--- src/rtl/rf_wb_arbiter.sv ---
// rf_wb_arbiter
//   Shares the register file's single write port (WE3/A3/WD3) between two
//   writeback requesters with round-robin arbitration and valid/ready
//   handshakes. Also keeps a busy scoreboard of in-flight destinations and a
//   saturating count of cycles in which both requesters were valid.
//
//   Optional feature macro: RF_WB_BYPASS_EN
//     defined   -> RD1/RD2 forward WD3 when the registered write targets the
//                  read address (address 0 never forwarded)
//     undefined -> RD1/RD2 pass RD1_IN/RD2_IN straight through
//
// Ports
//   CLK, RST_N                  clock (rising edge), async active-low reset
//   RQn_VALID/READY/ADDR/DATA   requester n write handshake (n = 0, 1)
//   ALLOC_VALID, ALLOC_ADDR     mark a destination register busy
//   WE3, A3, WD3                registered register-file write port
//   BUSY                        scoreboard, bit n set while reg n is pending
//   CONFLICT_CNT                saturating count of both-valid cycles
//   A1, A2, RD1_IN, RD2_IN      register-file read addresses and raw data
//   RD1, RD2                    read data after optional bypass
module rf_wb_arbiter #(
   parameter int A_WIDTH   = 5,
   parameter int D_WIDTH   = 32,
   parameter int CNT_WIDTH = 16
) (
   input  logic                    CLK,
   input  logic                    RST_N,
   input  logic                    RQ0_VALID,
   output logic                    RQ0_READY,
   input  logic [A_WIDTH-1:0]      RQ0_ADDR,
   input  logic [D_WIDTH-1:0]      RQ0_DATA,
   input  logic                    RQ1_VALID,
   output logic                    RQ1_READY,
   input  logic [A_WIDTH-1:0]      RQ1_ADDR,
   input  logic [D_WIDTH-1:0]      RQ1_DATA,
   input  logic                    ALLOC_VALID,
   input  logic [A_WIDTH-1:0]      ALLOC_ADDR,
   output logic                    WE3,
   output logic [A_WIDTH-1:0]      A3,
   output logic [D_WIDTH-1:0]      WD3,
   output logic [2**A_WIDTH-1:0]   BUSY,
   output logic [CNT_WIDTH-1:0]    CONFLICT_CNT,
   input  logic [A_WIDTH-1:0]      A1,
   input  logic [A_WIDTH-1:0]      A2,
   input  logic [D_WIDTH-1:0]      RD1_IN,
   input  logic [D_WIDTH-1:0]      RD2_IN,
   output logic [D_WIDTH-1:0]      RD1,
   output logic [D_WIDTH-1:0]      RD2
);

   localparam int NREG = 2**A_WIDTH;

   function automatic logic [CNT_WIDTH-1:0] sat_inc(input logic [CNT_WIDTH-1:0] v);
      return (&v) ? v : v + CNT_WIDTH'(1);
   endfunction

   // 1 = requester 1 was granted most recently; reset value lets requester 0
   // win the first conflict.
   logic                 last_gnt;
   logic                 gnt0;
   logic                 gnt1;
   logic                 accept;
   logic [A_WIDTH-1:0]   win_addr;
   logic [D_WIDTH-1:0]   win_data;
   logic [NREG-1:0]      busy_nxt;

   // Grant depends only on VALIDs and the pointer, never on READY.
   assign gnt0      = RQ0_VALID && (!RQ1_VALID || last_gnt);
   assign gnt1      = RQ1_VALID && (!RQ0_VALID || !last_gnt);
   assign RQ0_READY = gnt0;
   assign RQ1_READY = gnt1;
   assign accept    = gnt0 || gnt1;
   assign win_addr  = gnt1 ? RQ1_ADDR : RQ0_ADDR;
   assign win_data  = gnt1 ? RQ1_DATA : RQ0_DATA;

   // Clear first, then set, so a same-edge reservation wins over the clear.
   always_comb begin
      busy_nxt = BUSY;
      if (accept)
         busy_nxt[win_addr] = 1'b0;
      if (ALLOC_VALID && (ALLOC_ADDR != '0))
         busy_nxt[ALLOC_ADDR] = 1'b1;
      busy_nxt[0] = 1'b0;
   end

   // ---- write-port register stage ----
   always_ff @(posedge CLK or negedge RST_N) begin
      if (!RST_N) begin
         last_gnt     <= 1'b1;
         WE3          <= 1'b0;
         A3           <= '0;
         WD3          <= '0;
         BUSY         <= '0;
         CONFLICT_CNT <= '0;
      end else begin
         WE3  <= accept && (win_addr != '0);
         BUSY <= busy_nxt;
         if (accept) begin
            A3       <= win_addr;
            WD3      <= win_data;
            last_gnt <= gnt1;
         end
         if (RQ0_VALID && RQ1_VALID)
            CONFLICT_CNT <= sat_inc(CONFLICT_CNT);
      end
   end

`ifdef RF_WB_BYPASS_EN
   // Covers the cycle where BUSY has cleared but the register file has not
   // yet committed the write.
   assign RD1 = (WE3 && (A3 == A1) && (A1 != '0)) ? WD3 : RD1_IN;
   assign RD2 = (WE3 && (A3 == A2) && (A2 != '0)) ? WD3 : RD2_IN;
`else
   assign RD1 = RD1_IN;
   assign RD2 = RD2_IN;
`endif

endmodule

--- config.mk ---
export PLATFORM = sky130hd
export DESIGN_NAME = rf_wb_arbiter
export DESIGN_NICKNAME = d
export VERILOG_FILES = /design/src/rtl/rf_wb_arbiter.sv
export SDC_FILE = /design/constraint.sdc
export NUM_CORES = 1
export LEC_CHECK = 0
export ABC_AREA = 1
export BUFFER_PORTS_ARGS = -buffer_cell sky130_fd_sc_hd__buf_2
export CAP_MARGIN = 20
export CORE_ASPECT_RATIO = 0.5
export CORE_UTILIZATION = 40
export CTS_CLUSTER_DIAMETER = 100
export DETAILED_ROUTE_END_ITERATION = 6
export GPL_TIMING_DRIVEN = 0
export MAX_ROUTING_LAYER = met4
export PLACE_DENSITY = 0.75
export SETUP_SLACK_MARGIN = 0.05
export SLEW_MARGIN = 20
export SYNTH_ARGS = -nofsm -noshare
export SYNTH_HDL_FRONTEND = slang
export SYNTH_SLANG_ARGS = --single-unit
--- constraint.sdc ---
create_clock -name CLK -period 1.56 [get_ports CLK]
set_input_delay 0.156 -clock CLK [delete_from_list [all_inputs] [get_ports CLK]]
set_output_delay 0.156 -clock CLK [all_outputs]
set_load 0.05 [all_outputs]
==> results of run 1 <==
## synthesized netlist by cell type, drive strengths merged (2+ instances only)
cell    instances
a21oi           2
a31oi          32
buf            79
clkbuf          2
dfrtp          85
inv            31
nand2         282
nand3          15
nand3b          3
nand4           3
nor2           66
nor3           10
o21ai          10
xnor2           7
xor2            2
## power by group
| part | switching, W | internal [W] |
|---|---|---|
| clock network | 0.000917 | 0.00117 |
| logic | 0.00284 | 0.00101 |
| registers | 0.000280 | 0.00267 |
## registers in the layout, indices dropped and copies added (netlist names)
name          count
BUSY             31
CONFLICT_CNT     16
A3                5
WD3              32
last_gnt          1
WE3               1
## final cells by class
type,count,area [um2]
Antenna cell,1,2.50
Tap cell,165,206
Clock inverter,4,30.0
Fill cell,1077,5010
Multi-Input combinational cell,434,2280
Sequential cell,86,2170
Inverter,32,128
Buffer,81,686
Clock buffer,12,256
Timing Repair Buffer,249,1380
## critical path, stage by stage (launching register included)
cell	delay, ns
dfstp_2	0.59
nand2_8	0.08
nand2_8	0.10
inv_4	0.06
buf_8	0.14
buf_8	0.15
## placed cells by master (no fill, tap or decap), types with 3 or more instances in the layout
master	synthesis	layout
nand2_1	262	260
buf_2	4	232
buf_4	67	76
dfrtp_1	85	69
nor2_1	54	50
inv_1	27	26
a31oi_1	18	18
dfrtp_2	0	16
a31oi_2	14	14
nand2_4	12	13
nor2_4	12	13
clkbuf_16	0	11
nand3_1	10	10
nor3_1	10	10
o21ai_0	9	8
nand2_2	7	7
xnor2_1	7	7
buf_6	3	5
buf_8	2	5
nand3_4	5	5
buf_12	3	5
inv_4	1	3
inv_2	3	3
clkbuf_1	2	3
nor2_2	0	3
nand4_1	3	3
## logic make-up (layout without fill, tap and decap cells)
family / after synthesis / after routing / synth area share
and+or+nand+nor: 379 / 379 / 0.341
buffers and inverters: 113 / 378 / 0.151
DFF: 86 / 86 / 0.419
AOI/OAI and AO/OA: 44 / 44 / 0.0706
xor gates and xnor gates: 9 / 9 / 0.0153
adders and majority gates: 1 / 1 / 0.00243
other: 1 / 2 / 0.000729
## what timing repair did
item,CTS,global route
pin swaps,14,13
gates resized for setup,18,12
endpoints found under the hold margin,36,0
hold buffers,1,0
buffers inserted,7,4
setup endpoints to repair,58,77
gates cloned,0,2
## stage by stage
| stage | utilization | TNS, ns | power (W) | cells | setup WS [ns] |
|---|---|---|---|---|---|
| after floorplan | - | 0 | 0.00576 | 633 | 0.0561 |
| after global placement | 0.539 | -39.15 | 0.00666 | 1032 | -0.591 |
| after detailed placement | 0.542 | -0.913 | 0.00672 | 1033 | -0.0575 |
| after CTS | 0.576 | -0.836 | 0.00889 | 1057 | -0.0643 |
| after global routing | 0.588 | -4.54 | 0.00929 | 1064 | -0.111 |
| final | 0.588 | -0.416 | 0.00889 | 1064 | -0.0544 |
## how the worst max path moves through the flow
stage	endpoint	slack, ns	cells past startpoint
floorplan	CONFLICT_CNT[1]$_DFFE_PN0P_	0.06	10
global placement	CONFLICT_CNT[12]$_DFFE_PN0P_	-0.59	1
detailed placement	BUSY[7]$_DFF_PN0_	-0.06	10
CTS	BUSY[29]$_DFF_PN0_	-0.06	8
global route	BUSY[28]$_DFF_PN0_	-0.11	8
finish	RQ1_READY	-0.05	5
## per-layer routing
layer  track usage  vias to the layer above  wire length (um)
met1         0.241                     2294              5700
met4        0.0887                        0               369
li1              -                     2442                 -
met5             -                        -                 0
met2         0.399                      202              7720
met3        0.0455                       30               907
==> run metrics, run 1 <==
status finished with violations; failing checks setup timing; post-synthesis register bit count 86; minimum clock period ~1.6 ns; layout cells sized above 1 0.476; Seq/Total Area, Yosys 0.419; Critical Path AT around 1.5 ns; critical path data required time approximately 1.4 ns; row count 28; CP Launch Type register; count of cell types in the netlist 34; ranking of synthesized cells by area dfrtp_1 (41%), nand2_1 (19%), buf_4 (9.8%), nor2_1 (3.9%), a31oi_2 (3.4%); largest net degree at the start of global routing 51; max cap viols 0; fin area ~7000 um2; clock sinks 86; CORE AREA approximately 12000 um2; port bufs 234; Yosys warning total 0; Hold Path Depth 3; Synth top area share 0.414; largest area contributor in the netlist dfrtp_1; Die Wd roughly 160 um; Max Freq between 600 and 700 MHz; Final Skew ~0.005 ns; worst r2r path cells 8; Hold Path End WD3[11]$_DFFE_PN0N_; relative slew slack 0.367; Leak Pwr ~3.7 nW; RR Endpoint WD3[16]$_DFFE_PN0N_; Final WS setup -0.0544 ns; first-pass GRT wire length around 22 mm; Net count, final ~1100; Syn Area/Cell between 8 and 9 um2; final hold slack approximately 0.064 ns; prevailing post-synth register cell dfrtp_1; Syn Std Cell Area roughly 5100 um2; Root Buffer clkbuf_16; CP startpoint last_gnt$_DFFE_PN1N_; Worst IR Drop VDD 0.770 mV; DRT Wirelength 14.7 mm; Final ANT Viol Nets 0; Syn-to-layout area delta 39.0%; CP max FO 10; r2r startpoint last_gnt$_DFFE_PN1N_; post-detail-place hpwl 11.1 mm; min-delay worst type in2reg; Die ar. 13300 um2; Die Height 82.2 um; Worst-Skew Late Latency 0.34 ns; Clock Pin Slew Worst Setup and Hold Paths ~0.070 ns; drt pass-1 iters 5; wire per inst roughly 14 um; vias post-DR just under 5000; DRC 0; reg2reg setup slack -0.04 ns; Post-synth ARST share 1.00; CP endpoint kind primary output; clk buf depth 2; Pwr Density 1240 nW/um2; via/cell ratio 4.67; final setup fails 32; Synth Instances around 630; initial core utilization 0.423; number of synthesized flops with an enable pin 0; Worst Hold Launch RQ1_DATA[11]; unrepaired setup endpoints after global routing true; H-Tree Depth 3; Starting DRT DRC Count between 200 and 250; Final GP Congestion around 0.88; Crit Path Class reg2out; CTS tree done; hold violation count in the final report 0; worst-margin pin slew roughly 0.94 ns; vias in the first global route between 4000 and 5000; Slew Viols, Final 0; Overall Global Routing Usage 0.220; GRT overflow 0; CTS Buf Count 9; Final period util 1.03; antenna violations before repair 1; I/O pin cnt 310; Placed Area 6590 um2; Syn Nets 792
Note: power is estimated with default switching activity, not from simulation.
==> inputs of run 2 (changes only) <==
--- a/config.mk
+++ b/config.mk
@@ -10,6 +10,7 @@
 export CAP_MARGIN = 20
 export CORE_ASPECT_RATIO = 0.5
 export CORE_UTILIZATION = 40
+export CTS_BUF_LIST = sky130_fd_sc_hd__clkbuf_8
 export CTS_CLUSTER_DIAMETER = 100
 export DETAILED_ROUTE_END_ITERATION = 6
 export GPL_TIMING_DRIVEN = 0
==> run 2 against run 1 <==
The flow still finishes with violations (setup timing). Cell area shrank 0.53%. Non-clock buffer count increased by 3. Fmax about the same. Sequential cell count unchanged. Critical path depth up 3. Critical endpoint is now BUSY[29]$_DFF_PN0_. Largest cell class unchanged. Largest power group unchanged. Highest routed layer unchanged.
==> run metrics, run 2 (synthesized netlist as in run 1, its figures left out) <==
CTS tree done; multi-input logic area ~2300 um2; H-Tree Depth 3; max reg flops 32; top flop regs WD3 (32), BUSY (31), CONFLICT_CNT (16); Final GP Congestion around 0.9; relative slew slack 0.374; CP Launch Type register; layout cells sized above 1 0.488; Final period util 1.03; # diodes 0; clk buf depth 2; Leak Pwr 3.70 nW; CP endpoint kind register; setup tns final -0.911 ns; Top Usage Layer GRT met2; first-pass GRT wire length approximately 22 mm; via/cell ratio roughly 4.6; Critical Path AT ~1.9 ns; vias in the first global route roughly 4600; unrepaired setup endpoints after global routing true; CP startpoint last_gnt$_DFFE_PN1N_; worst-margin pin slew 0.932 ns; slowest stage cell, crit path dfstp_2; Final WS setup -0.0535 ns; Die ar. between 10000 and 15000 um2; Final Skew approximately 0.0084 ns; Worst IR Drop VDD around 0.77 mV; hold violation count in the final report 0; fill count about 1100; Crit Path Class reg2reg; routing usage on met2 0.401; Worst Path Buf+Inv 1; most common cell after layout, fill and taps aside nand2_1; drt pass-1 iters 5; initial core utilization 0.423; Top reg by flops WD3; Root Buffer clkbuf_8; register area 2170 um2; total power approximately 0.0083 W; CP max stage delay 0.60 ns; r2r startpoint last_gnt$_DFFE_PN1N_; Overall Global Routing Usage 0.219; I/O pin cnt 310; cell family with most CP delay simple AND/OR/NAND/NOR gates; Worst Hold Launch RQ1_DATA[10]; Die Wd 162 um; post-detail-place hpwl roughly 11 mm; port bufs around 230; Syn-to-layout area delta 38.2%; Slew Viols, Final 0; cell mode on critical path nand2_1; GRT overflow 0; CTS Buf Count 9; most frequent cells in the layout nand2_1 (259), buf_2 (231), buf_4 (77); status finished with violations; Die Height 82.2 um; Pwr Density approximately 1200 nW/um2; Starting DRT DRC Count around 200; vias post-DR 4949; Final ANT Viol Nets 0; Final Util 0.585; DRC 0; clock sinks between 80 and 90; min-delay worst type in2reg; row count 28; CP max FO 8; crit-path cells nand2_8, buf_8, nand3_4, nand3_4, nor2_4, nand2_1, nand2_1, nand2_1; DRT Wirelength 14.6 mm; antenna violations before repair 0; failing checks setup timing; max cap viols 0; met3 usage 0.0425; final setup fails 34; minimum clock period between 1.5 and 2 ns; CORE AREA roughly 12000 um2; GR Layer Usage met1 0.239; Net count, final between 1000 and 1500; Max Freq 620 MHz; Clock Pin Slew Worst Setup and Hold Paths approximately 0.090 ns; largest net degree at the start of global routing a little over 50; critical path data required time between 1.5 and 2 ns; wire per inst about 14 um; Worst-Skew Late Latency between 0.3 and 0.4 ns
==> run 2: final timing paths <==
kind | to | cells after the start | slack, ns
worst max-delay path | BUSY[29]$_DFF_PN0_ | 8 | -0.05
worst min register to register | BUSY[27]$_DFF_PN0_ | 2 | 0.48
max in group asynchronous | last_gnt$_DFFE_PN1N_ | 3 | 0.57
worst min-delay path | WD3[10]$_DFFE_PN0N_ | 3 | 0.04
worst max register to register | BUSY[29]$_DFF_PN0_ | 8 | -0.05
min in group asynchronous | CONFLICT_CNT[4]$_DFFE_PN0P_ | 2 | 0.32
==> run 2: metal layers <==
layer | vias to the layer above | routed length, um
li1 | 2446 | -
met1 | 2269 | 5700
met2 | 199 | 7610
met3 | 35 | 838
met4 | 0 | 435
met5 | - | 0
==> run 2: power by group <==
part           switching [W]  internal, W
clock network       0.000837     0.000667
logic                0.00284      0.00103
registers           0.000285      0.00266
total                0.00396      0.00436
==> run 2: metrics by stage <==
| stage | std cells | hold slack [ns] | instance area, um2 | setup slack, ns |
|---|---|---|---|---|
| after detailed placement | 1033 | 0.171 | 6590 | -0.0575 |
| after global routing | 1066 | 0.0419 | 7110 | -0.144 |
| final | 1066 | 0.0437 | 7110 | -0.0535 |
| after CTS | 1060 | 0.0254 | 6960 | -0.0678 |
| after global placement | 1032 | 0.412 | 6560 | -0.591 |
| after floorplan | 633 | -0.140 | 5180 | 0.0561 |
==> run 2: layout make-up <==
class,instances,area share
Tap cell,165,0.0290
Inverter,32,0.0183
Timing Repair Buffer,253,0.199
Clock buffer,11,0.0213
Clock inverter,5,0.00475
Multi-Input combinational cell,434,0.325
Buffer,80,0.0974
Sequential cell,86,0.306
==> run 2: what timing repair did <==
item,4_1_cts,5_1_grt
resized for setup,24,28
hold buffers,1,0
endpoints found under the hold margin,36,0
cloned,1,2
pin swaps,22,21
setup buffers,9,5
setup endpoints to repair,56,77
==> run 2: worst reg2reg max path, delay by kind of cell, from the launching register on <==
kind	cells	cell delay, ns
buf+inv	1	0.14
flops	1	0.60
simple gates	7	0.77
